--- src/rtl/pmem_arb_pkg.sv ---
// Shared types and sizes for the two-client physical-memory arbiter.
package pmem_arb_pkg;

  localparam int unsigned PMEM_ADDR_W   = 16;
  localparam int unsigned PMEM_LINE_W   = 128;
  localparam int unsigned PMEM_OFFSET_W = 4;

  typedef enum logic [1:0] {
    IDLE    = 2'd0,
    SERVE_I = 2'd1,
    SERVE_D = 2'd2,
    GAP     = 2'd3
  } state_e;

  typedef enum logic {
    CLIENT_I = 1'b0,
    CLIENT_D = 1'b1
  } client_e;

endpackage

--- src/rtl/pmem_arb_grant.sv ---
// Grant select for the two memory clients.
// Policy macro: PMEM_ARB_ROUND_ROBIN_EN selects alternating grants on a tie;
// without it the data client always wins a tie.
module pmem_arb_grant
  import pmem_arb_pkg::*;
(
  input  logic    i_req,
  input  logic    d_req,
`ifdef PMEM_ARB_ROUND_ROBIN_EN
  input  client_e pref,
`endif
  output client_e grant
);

  // Pick the winner from the two request bits (and the tie preference).
  always_comb begin
    grant = CLIENT_I;
`ifdef PMEM_ARB_ROUND_ROBIN_EN
    if (i_req && d_req) begin
      grant = pref;
    end else if (d_req) begin
      grant = CLIENT_D;
    end
`else
    if (d_req) begin
      grant = CLIENT_D;
    end
`endif
  end

endmodule

--- src/rtl/pmem_arbiter.sv ---
// Two-client initiator for the 128-bit line physical memory. Grants one client
// at a time, forwards its request, routes the response back, and inserts one
// idle cycle (GAP) after each transaction.
// Policy macro: PMEM_ARB_ROUND_ROBIN_EN (alternating tie-break); undefined
// gives fixed data-over-instruction priority.
module pmem_arbiter
  import pmem_arb_pkg::*;
#(
  parameter int unsigned ADDR_W = PMEM_ADDR_W,
  parameter int unsigned LINE_W = PMEM_LINE_W
) (
  input  logic              clk,
  input  logic              rst,
  input  logic              i_read,
  input  logic              i_write,
  input  logic [ADDR_W-1:0] i_address,
  input  logic [LINE_W-1:0] i_wdata,
  output logic              i_resp,
  output logic [LINE_W-1:0] i_rdata,
  input  logic              d_read,
  input  logic              d_write,
  input  logic [ADDR_W-1:0] d_address,
  input  logic [LINE_W-1:0] d_wdata,
  output logic              d_resp,
  output logic [LINE_W-1:0] d_rdata,
  output logic              mem_read,
  output logic              mem_write,
  output logic [ADDR_W-1:0] mem_address,
  output logic [LINE_W-1:0] mem_wdata,
  input  logic              mem_resp,
  input  logic [LINE_W-1:0] mem_rdata
);

  state_e  state_reg, state_next;
  client_e grant_reg;
  client_e grant_sel;
  logic    i_req, d_req, take;

  assign i_req = i_read | i_write;
  assign d_req = d_read | d_write;
  assign take  = (state_reg == IDLE) && (i_req || d_req);

`ifdef PMEM_ARB_ROUND_ROBIN_EN
  // Holds the client that wins the next tie, i.e. the one not granted last.
  // It resets to data so the first contention after reset goes to data.
  client_e last_reg;

  pmem_arb_grant u_grant (
    .i_req (i_req),
    .d_req (d_req),
    .pref  (last_reg),
    .grant (grant_sel)
  );

  // Flip the tie preference away from whoever was just granted.
  always_ff @(posedge clk) begin
    if (rst) begin
      last_reg <= CLIENT_D;
    end else if (take) begin
      last_reg <= (grant_sel == CLIENT_D) ? CLIENT_I : CLIENT_D;
    end
  end
`else
  pmem_arb_grant u_grant (
    .i_req (i_req),
    .d_req (d_req),
    .grant (grant_sel)
  );
`endif

  // State and grant registers.
  always_ff @(posedge clk) begin
    if (rst) begin
      state_reg <= IDLE;
      grant_reg <= CLIENT_I;
    end else begin
      state_reg <= state_next;
      if (take) begin
        grant_reg <= grant_sel;
      end
    end
  end

  // Next state, memory strobes/fields and response routing.
  always_comb begin
    state_next  = state_reg;
    mem_read    = 1'b0;
    mem_write   = 1'b0;
    i_resp      = 1'b0;
    d_resp      = 1'b0;
    mem_address = (grant_reg == CLIENT_D) ? d_address : i_address;
    mem_wdata   = (grant_reg == CLIENT_D) ? d_wdata : i_wdata;
    case (state_reg)
      IDLE: begin
        if (take) begin
          state_next = (grant_sel == CLIENT_D) ? SERVE_D : SERVE_I;
        end
      end
      SERVE_I: begin
        // Read+write together is illegal; only the write is forwarded.
        mem_write = i_write;
        mem_read  = i_read & ~i_write;
        i_resp    = mem_resp;
        if (mem_resp) begin
          state_next = GAP;
        end
      end
      SERVE_D: begin
        mem_write = d_write;
        mem_read  = d_read & ~d_write;
        d_resp    = mem_resp;
        if (mem_resp) begin
          state_next = GAP;
        end
      end
      GAP: begin
        state_next = IDLE;
      end
      default: begin
        state_next = IDLE;
      end
    endcase
  end

  assign i_rdata = mem_rdata;
  assign d_rdata = mem_rdata;

endmodule

--- config.mk ---
export PLATFORM = sky130hd
export DESIGN_NAME = pmem_arbiter
export DESIGN_NICKNAME = d
export VERILOG_FILES = /design/src/rtl/pmem_arb_pkg.sv /design/src/rtl/pmem_arb_grant.sv /design/src/rtl/pmem_arbiter.sv
export SDC_FILE = /design/constraint.sdc
export NUM_CORES = 1
export LEC_CHECK = 0
export ABC_AREA = 0
export ABC_CLOCK_PERIOD_IN_PS = 2100
export BUFFER_PORTS_ARGS = -buffer_cell sky130_fd_sc_hd__buf_2
export CORE_AREA = 5 5 316 318
export CTS_BUF_LIST = sky130_fd_sc_hd__clkbuf_2
export DETAILED_ROUTE_END_ITERATION = 8
export DIE_AREA = 0 0 321 323
export HOLD_SLACK_MARGIN = 0.15
export PLACE_DENSITY = 0.33
export SLEW_MARGIN = 10
export SYNTH_ARGS = -nofsm -noshare
export SYNTH_HDL_FRONTEND = slang
export SYNTH_HIERARCHICAL = 1
export SYNTH_SLANG_ARGS = --single-unit
export TNS_END_PERCENT = 100
--- constraint.sdc ---
create_clock -name clk -period 2.1 [get_ports clk]
set_input_delay 0 -clock clk [delete_from_list [all_inputs] [get_ports clk]]
set_output_delay 0 -clock clk [all_outputs]
set_load 0.05 [all_outputs]
==> impl_metrics.tcl, run 1 <==
set metrics [dict create \
    tightest_slew_ns 1.11 \
    cp_num_buf_inv 2 \
    critical_path_required_ns 2.10 \
    ioPinCount 827 \
    firstDrtPassIters 4 \
    clk_pin_slew_ns 0.04 \
    cts_sinks 3 \
    wl_per_cell_um 18.0 \
    min_path_cells 4 \
    fmax_mhz 571 \
    antenna_found_initial 19 \
    chipHeight_um 323 \
    core-area_mm2 0.0963 \
    largest_reg_flops 2 \
    cts_tree "built" \
    maxSlewViolCount 0 \
    synth_area_mm2 0.00390 \
    grt.total_usage 0.0629 \
    nNetsFinal 1184 \
    fin_tns_setup_ns 0 \
    arrival_ns 1.75 \
    crit_cells 3 \
    avgSynthCellArea_um2 8.70 \
    design.die.area_mm2 0.104 \
    portBuffers 442 \
    grt-ovfl-total 0 \
    min-delay-path-class "in -> reg" \
    grt_pass1_wl_um 42900 \
    drv_cap 0 \
    num_rows 114 \
    power_density_mw_per_mm2 961 \
    die_w_um 321 \
    vias 4313 \
    power_uw 6840 \
    cpPeakStageDelay_ns 0.50 \
    slew_headroom 0.257 \
    yosysWarnings 6 \
    rsz0062_at_grt "false" \
    drive_gt1_frac 0.796 \
    end_kind "output pin" \
    critPathMaxFanout 68 \
    vias_per_cell 2.11 \
    start_util 0.0405 \
    ctsHoldBuffers 129 \
    dp_hpwl_um 32400 \
    gp_congestion 0.773 \
    post_cts_resized 0 \
    netlist_instances 448 \
    clockRootBuffer "clkbuf_2" \
    clock_skew_ns 0.00267 \
    start_kind "flop" \
    cts_setup_buffers 0 \
    grt_pass1_vias 4742 \
    fin_crit_sh 0.834 \
    drc 0 \
    vdd_ir_drop_max_v 0.000591 \
    reg2regPathDepth 5 \
    path_class "reg -> out" \
    cts_buffers 3 \
    worstSkewPairLatency_ns 0.20 \
    p_leak_uw 0.00299 \
    drt_iter0_drc 116 \
    drt_wl_total_um 36700 \
    fin_crit_ns 1.75 \
    path_cells "buf_12 > mux2_2 > buf_2" \
    setup_violations 0 \
    clk_path_buf_depth 2 \
    drtAntennaViolNets 0 \
    crit_slowest_cell "mux2_2" \
    cp_top_family "buffers and inverters" \
    grt_start_max_net_pins 69 \
    htree_levels 1 \
    area_growth_pct 82.7 \
    syn-num-nets 875 \
    outcome "finished clean" \
    hold_viol_final 0 \
]
-- per-layer routing --
layer / vias to the layer above / wire length, um / global-route usage
li1: 1866 / - / -
met1: 1899 / 15700 / 0.0845
met2: 489 / 15400 / 0.0936
met3: 49 / 4210 / 0.0232
met4: 10 / 1330 / 0.0200
met5: - / 89 / 0
-- layout make-up --
| class | count | area, um2 |
|---|---|---|
| multi-input cells | 168 | 1810 |
| well taps | 1276 | 1600 |
| diodes | 10 | 25.0 |
| flip-flops and latches | 3 | 63.8 |
| fillers | 11400 | 89200 |
| repair buffers | 577 | 3590 |
| clock buffers | 4 | 20.0 |
| inverters | 4 | 15.0 |
-- tightest hold or removal path, cell delays in order --
cell and delay (ns):
buf_2 0.10, or4_4 0.13, a21bo_2 0.12, a21oi_1 0.07
-- through the flow --
step	setup WS [ns]	instances	cell area (um2)	util	hold slack, ns
after CTS	0.326	2032	7090	0.0737	0.257
after global routing	0.295	2037	7110	0.0738	0.259
final	0.349	2042	7120	0.0739	0.266
after floorplan	0.611	448	3900	-	0.0691
after global placement	0.562	1899	5780	0.0601	0.000497
after detailed placement	0.565	1899	5780	0.0601	0.000497
-- placed cells by master (no fill, tap or decap), drive strengths merged --
cell type / n
nor3: 1
o32a: 2
mux2: 144
nand2: 1
buf: 448
ha: 4
nor3b: 1
o22a: 1
dfxtp: 3
inv: 4
nand3: 1
a22oi: 1
diode: 10
a211oi: 1
and2: 2
nand3b: 2
a21bo: 1
nor2: 2
a21oi: 2
or2: 1
dlygate4sd3: 129
clkbuf: 4
or4: 1
-- where the power goes --
part           switching [uW]  internal, uW
combinational            4890          1760
sequential               24.6          88.4
clock                    29.0          50.2
-- worst paths after layout --
kind / from / endpoint / slack, ns
worst min register to register: state_reg[1]$_SDFFE_PP0P_ / state_reg[1]$_SDFFE_PP0P_ / 0.50
worst max-delay path: grant_reg$_SDFFE_PP0P_ / mem_wdata[93] / 0.35
worst min-delay path: i_read / grant_reg$_SDFFE_PP0P_ / 0.27
worst max register to register: state_reg[0]$_SDFFE_PP0P_ / state_reg[1]$_SDFFE_PP0P_ / 0.71
Power figures use the tool's default switching activity.
==> run 2: changes to the inputs <==
--- a/config.mk
+++ b/config.mk
@@ -6,12 +6,12 @@
 export NUM_CORES = 1
 export LEC_CHECK = 0
 export ABC_AREA = 0
-export ABC_CLOCK_PERIOD_IN_PS = 2100
+export ABC_CLOCK_PERIOD_IN_PS = 1500
 export BUFFER_PORTS_ARGS = -buffer_cell sky130_fd_sc_hd__buf_2
-export CORE_AREA = 5 5 316 318
+export CORE_AREA = 5 5 323 325
 export CTS_BUF_LIST = sky130_fd_sc_hd__clkbuf_2
 export DETAILED_ROUTE_END_ITERATION = 8
-export DIE_AREA = 0 0 321 323
+export DIE_AREA = 0 0 328 330
 export HOLD_SLACK_MARGIN = 0.15
 export PLACE_DENSITY = 0.33
 export SLEW_MARGIN = 10
==> constraint.sdc (replaced) <==
create_clock -name clk -period 1.5 [get_ports clk]
set_input_delay 0 -clock clk [delete_from_list [all_inputs] [get_ports clk]]
set_output_delay 0 -clock clk [all_outputs]
set_load 0.05 [all_outputs]
==> run 2 against run 1 <==
Critical path depth rose by 2; via count increased by 3.8%; wire length down 18%; sequential power increased by 42%; total power rose by 80%; clock power up 43%; the run now ends with negative setup slack left; worst setup slack lost 0.37 ns; non-clock buffer count rose by 22; combinational power rose by 82%; first-iteration DRC count decreased by 17%; die area is 4.4% higher; critical endpoint is now mem_wdata[88].
==> impl_metrics.tcl, run 2 (synthesis gave the netlist of run 1 again) <==
set metrics [dict create \
    critPathMaxFanout 6 \
    area_growth_pct 129 \
    start_util 0.0385 \
    r2r_setup_slack_ns 0.15 \
    outcome "finished, violations left" \
    design.die.area_mm2 0.108 \
    cp_top_family "buffers and inverters" \
    firstDrtPassIters 4 \
    grt_pass1_vias 4865 \
    vias_per_cell 2.08 \
    fin_ws_ns -0.0223 \
    cts_buffers 3 \
    drive_gt1_frac 0.802 \
    hold_viol_final 0 \
    die_w_um 328 \
    vdd_ir_drop_max_v 0.000761 \
    reg2reg_from "state_reg[0]$_SDFFE_PP0P_" \
    antenna_found_initial 8 \
    grt_pass1_wl_um 33900 \
    drc 0 \
    grt-ovfl-total 0 \
    chipHeight_um 330 \
    core-area_mm2 0.101 \
    vias 4476 \
    ioPinCount 827 \
    num_rows 117 \
    min-delay-path-class "in -> reg" \
    cpPeakStageDelay_ns 0.40 \
    critical_path_required_ns 1.50 \
    final_cell_mix "buf_2 (306), dlygate4sd3_1 (129), buf_6 (91)" \
    grt_start_max_net_pins 42 \
    power_density_mw_per_mm2 1380 \
    dp_hpwl_um 22600 \
    min_path_cells 4 \
    violations "negative setup slack" \
    drtAntennaViolNets 0 \
    crit_slowest_cell "dfxtp_4" \
    clk_pin_slew_ns 0.05 \
    wl_per_cell_um 14.0 \
    drt_wl_total_um 30100 \
    setup_violations 4 \
    reg2regPathDepth 5 \
    path_class "reg -> out" \
    clockRootBuffer "clkbuf_2" \
    gp_congestion 0.780 \
    drv_cap 0 \
    clock_skew_ns 0.00570 \
    mostFrequentLayoutCell "buf_2" \
    worstReg2RegEnd "state_reg[1]$_SDFFE_PP0P_" \
    rsz0062_at_grt "true" \
    fin_util 0.0883 \
    p_leak_uw 0.00382 \
    cts_tree "built" \
    fin_crit_ns 1.52 \
    drt_iter0_drc 96 \
    end_kind "output pin" \
    htree_levels 1 \
    min-delay-start "i_read" \
    nNetsFinal 1206 \
    worstSkewPairLatency_ns 0.20 \
    cp_num_buf_inv 4 \
    fill_cells 11700 \
    hold_path_end "grant_reg$_SDFFE_PP0P_" \
    tightest_slew_ns 1.22 \
    fin_crit_sh 1.01 \
    maxSlewViolCount 0 \
    fmax_mhz 657 \
    portBuffers 442 \
    arrival_ns 1.52 \
    largest_reg_flops 2 \
    cts_sinks 3 \
    slew_headroom 0.187 \
    start_kind "flop" \
    grt.total_usage 0.0447 \
    power_uw 12300 \
    path_cells "buf_12 > buf_8 > clkbuf_16 > mux2_4 > buf_6" \
    clk_path_buf_depth 2 \
]
## run 2: changes by cell type in the layout (fill, tap and decap cells not counted), sizes merged
cell    delta
buf       +16
clkbuf     +6
diode      -6
## run 2: worst max-delay path by stage
| stage | startpoint | endpoint | cells past startpoint |
|---|---|---|---|
| after floorplan | state_reg[0]$_SDFFE_PP0P_ | mem_read | 4 |
| after global placement | grant_reg$_SDFFE_PP0P_ | mem_wdata[9] | 3 |
| after detailed placement | grant_reg$_SDFFE_PP0P_ | mem_wdata[9] | 3 |
| after CTS | grant_reg$_SDFFE_PP0P_ | mem_wdata[87] | 5 |
| after global routing | grant_reg$_SDFFE_PP0P_ | mem_wdata[88] | 5 |
| final | grant_reg$_SDFFE_PP0P_ | mem_wdata[88] | 5 |
## run 2: where the power goes
group	leakage [uW]	internal, uW	switching (uW)	total (uW)
Clock	0.0000166	70.4	42.2	113
Combinational	0.00377	4790	7260	12100
Sequential	0.0000255	124	37.2	161
## run 2: tightest hold or removal path, stage by stage
cell     delay (ns)
buf_2          0.09
or4_4          0.13
a21bo_2        0.12
a21oi_1        0.06
## run 2: cell type report
| type | instances | area, um2 | share of cell area |
|---|---|---|---|
| tap | 1368 | 1710 | 0.192 |
| timing repair buffer | 599 | 5010 | 0.561 |
| inverter | 4 | 15.0 | 0.00168 |
| clock buffer | 4 | 20.0 | 0.00224 |
| sequential | 3 | 63.8 | 0.00714 |
| multi-input combinational | 168 | 2100 | 0.236 |
| antenna | 4 | 10.0 | 0.00112 |
## run 2: metrics by stage
step                      setup TNS [ns]  instance area [um2]  hold WS, ns  worst slack (ns)  instances
after floorplan                        0                 3900       0.0691            0.0114        448
after global placement                 0                 5950     0.000497            0.0750       1993
after detailed placement               0                 5950     0.000497            0.0727       1993
after CTS                          -2.45                 8170        0.221            -0.104       2138
after global routing               -3.32                 8920        0.233            -0.101       2147
final                            -0.0334                 8930        0.234           -0.0223       2150
## run 2: what timing repair did
action | in CTS | in global routing
buffers inserted | 8 | 1
gates resized for setup | 222 | 220
gates cloned | 4 | 9
endpoints found under the setup margin | 127 | 140
hold buffers | 129 | 0
endpoints found under the hold margin | 257 | 0
## run 2: routing by layer
metal | part of all wire | global-route usage | wire length [um]
met3 | 0.17 | 0.0335 | 5170
met1 | 0.32 | 0.0428 | 9510
met4 | 0.035 | 0.0153 | 1050
met5 | 0.00097 | 0 | 29
met2 | 0.48 | 0.0747 | 14300
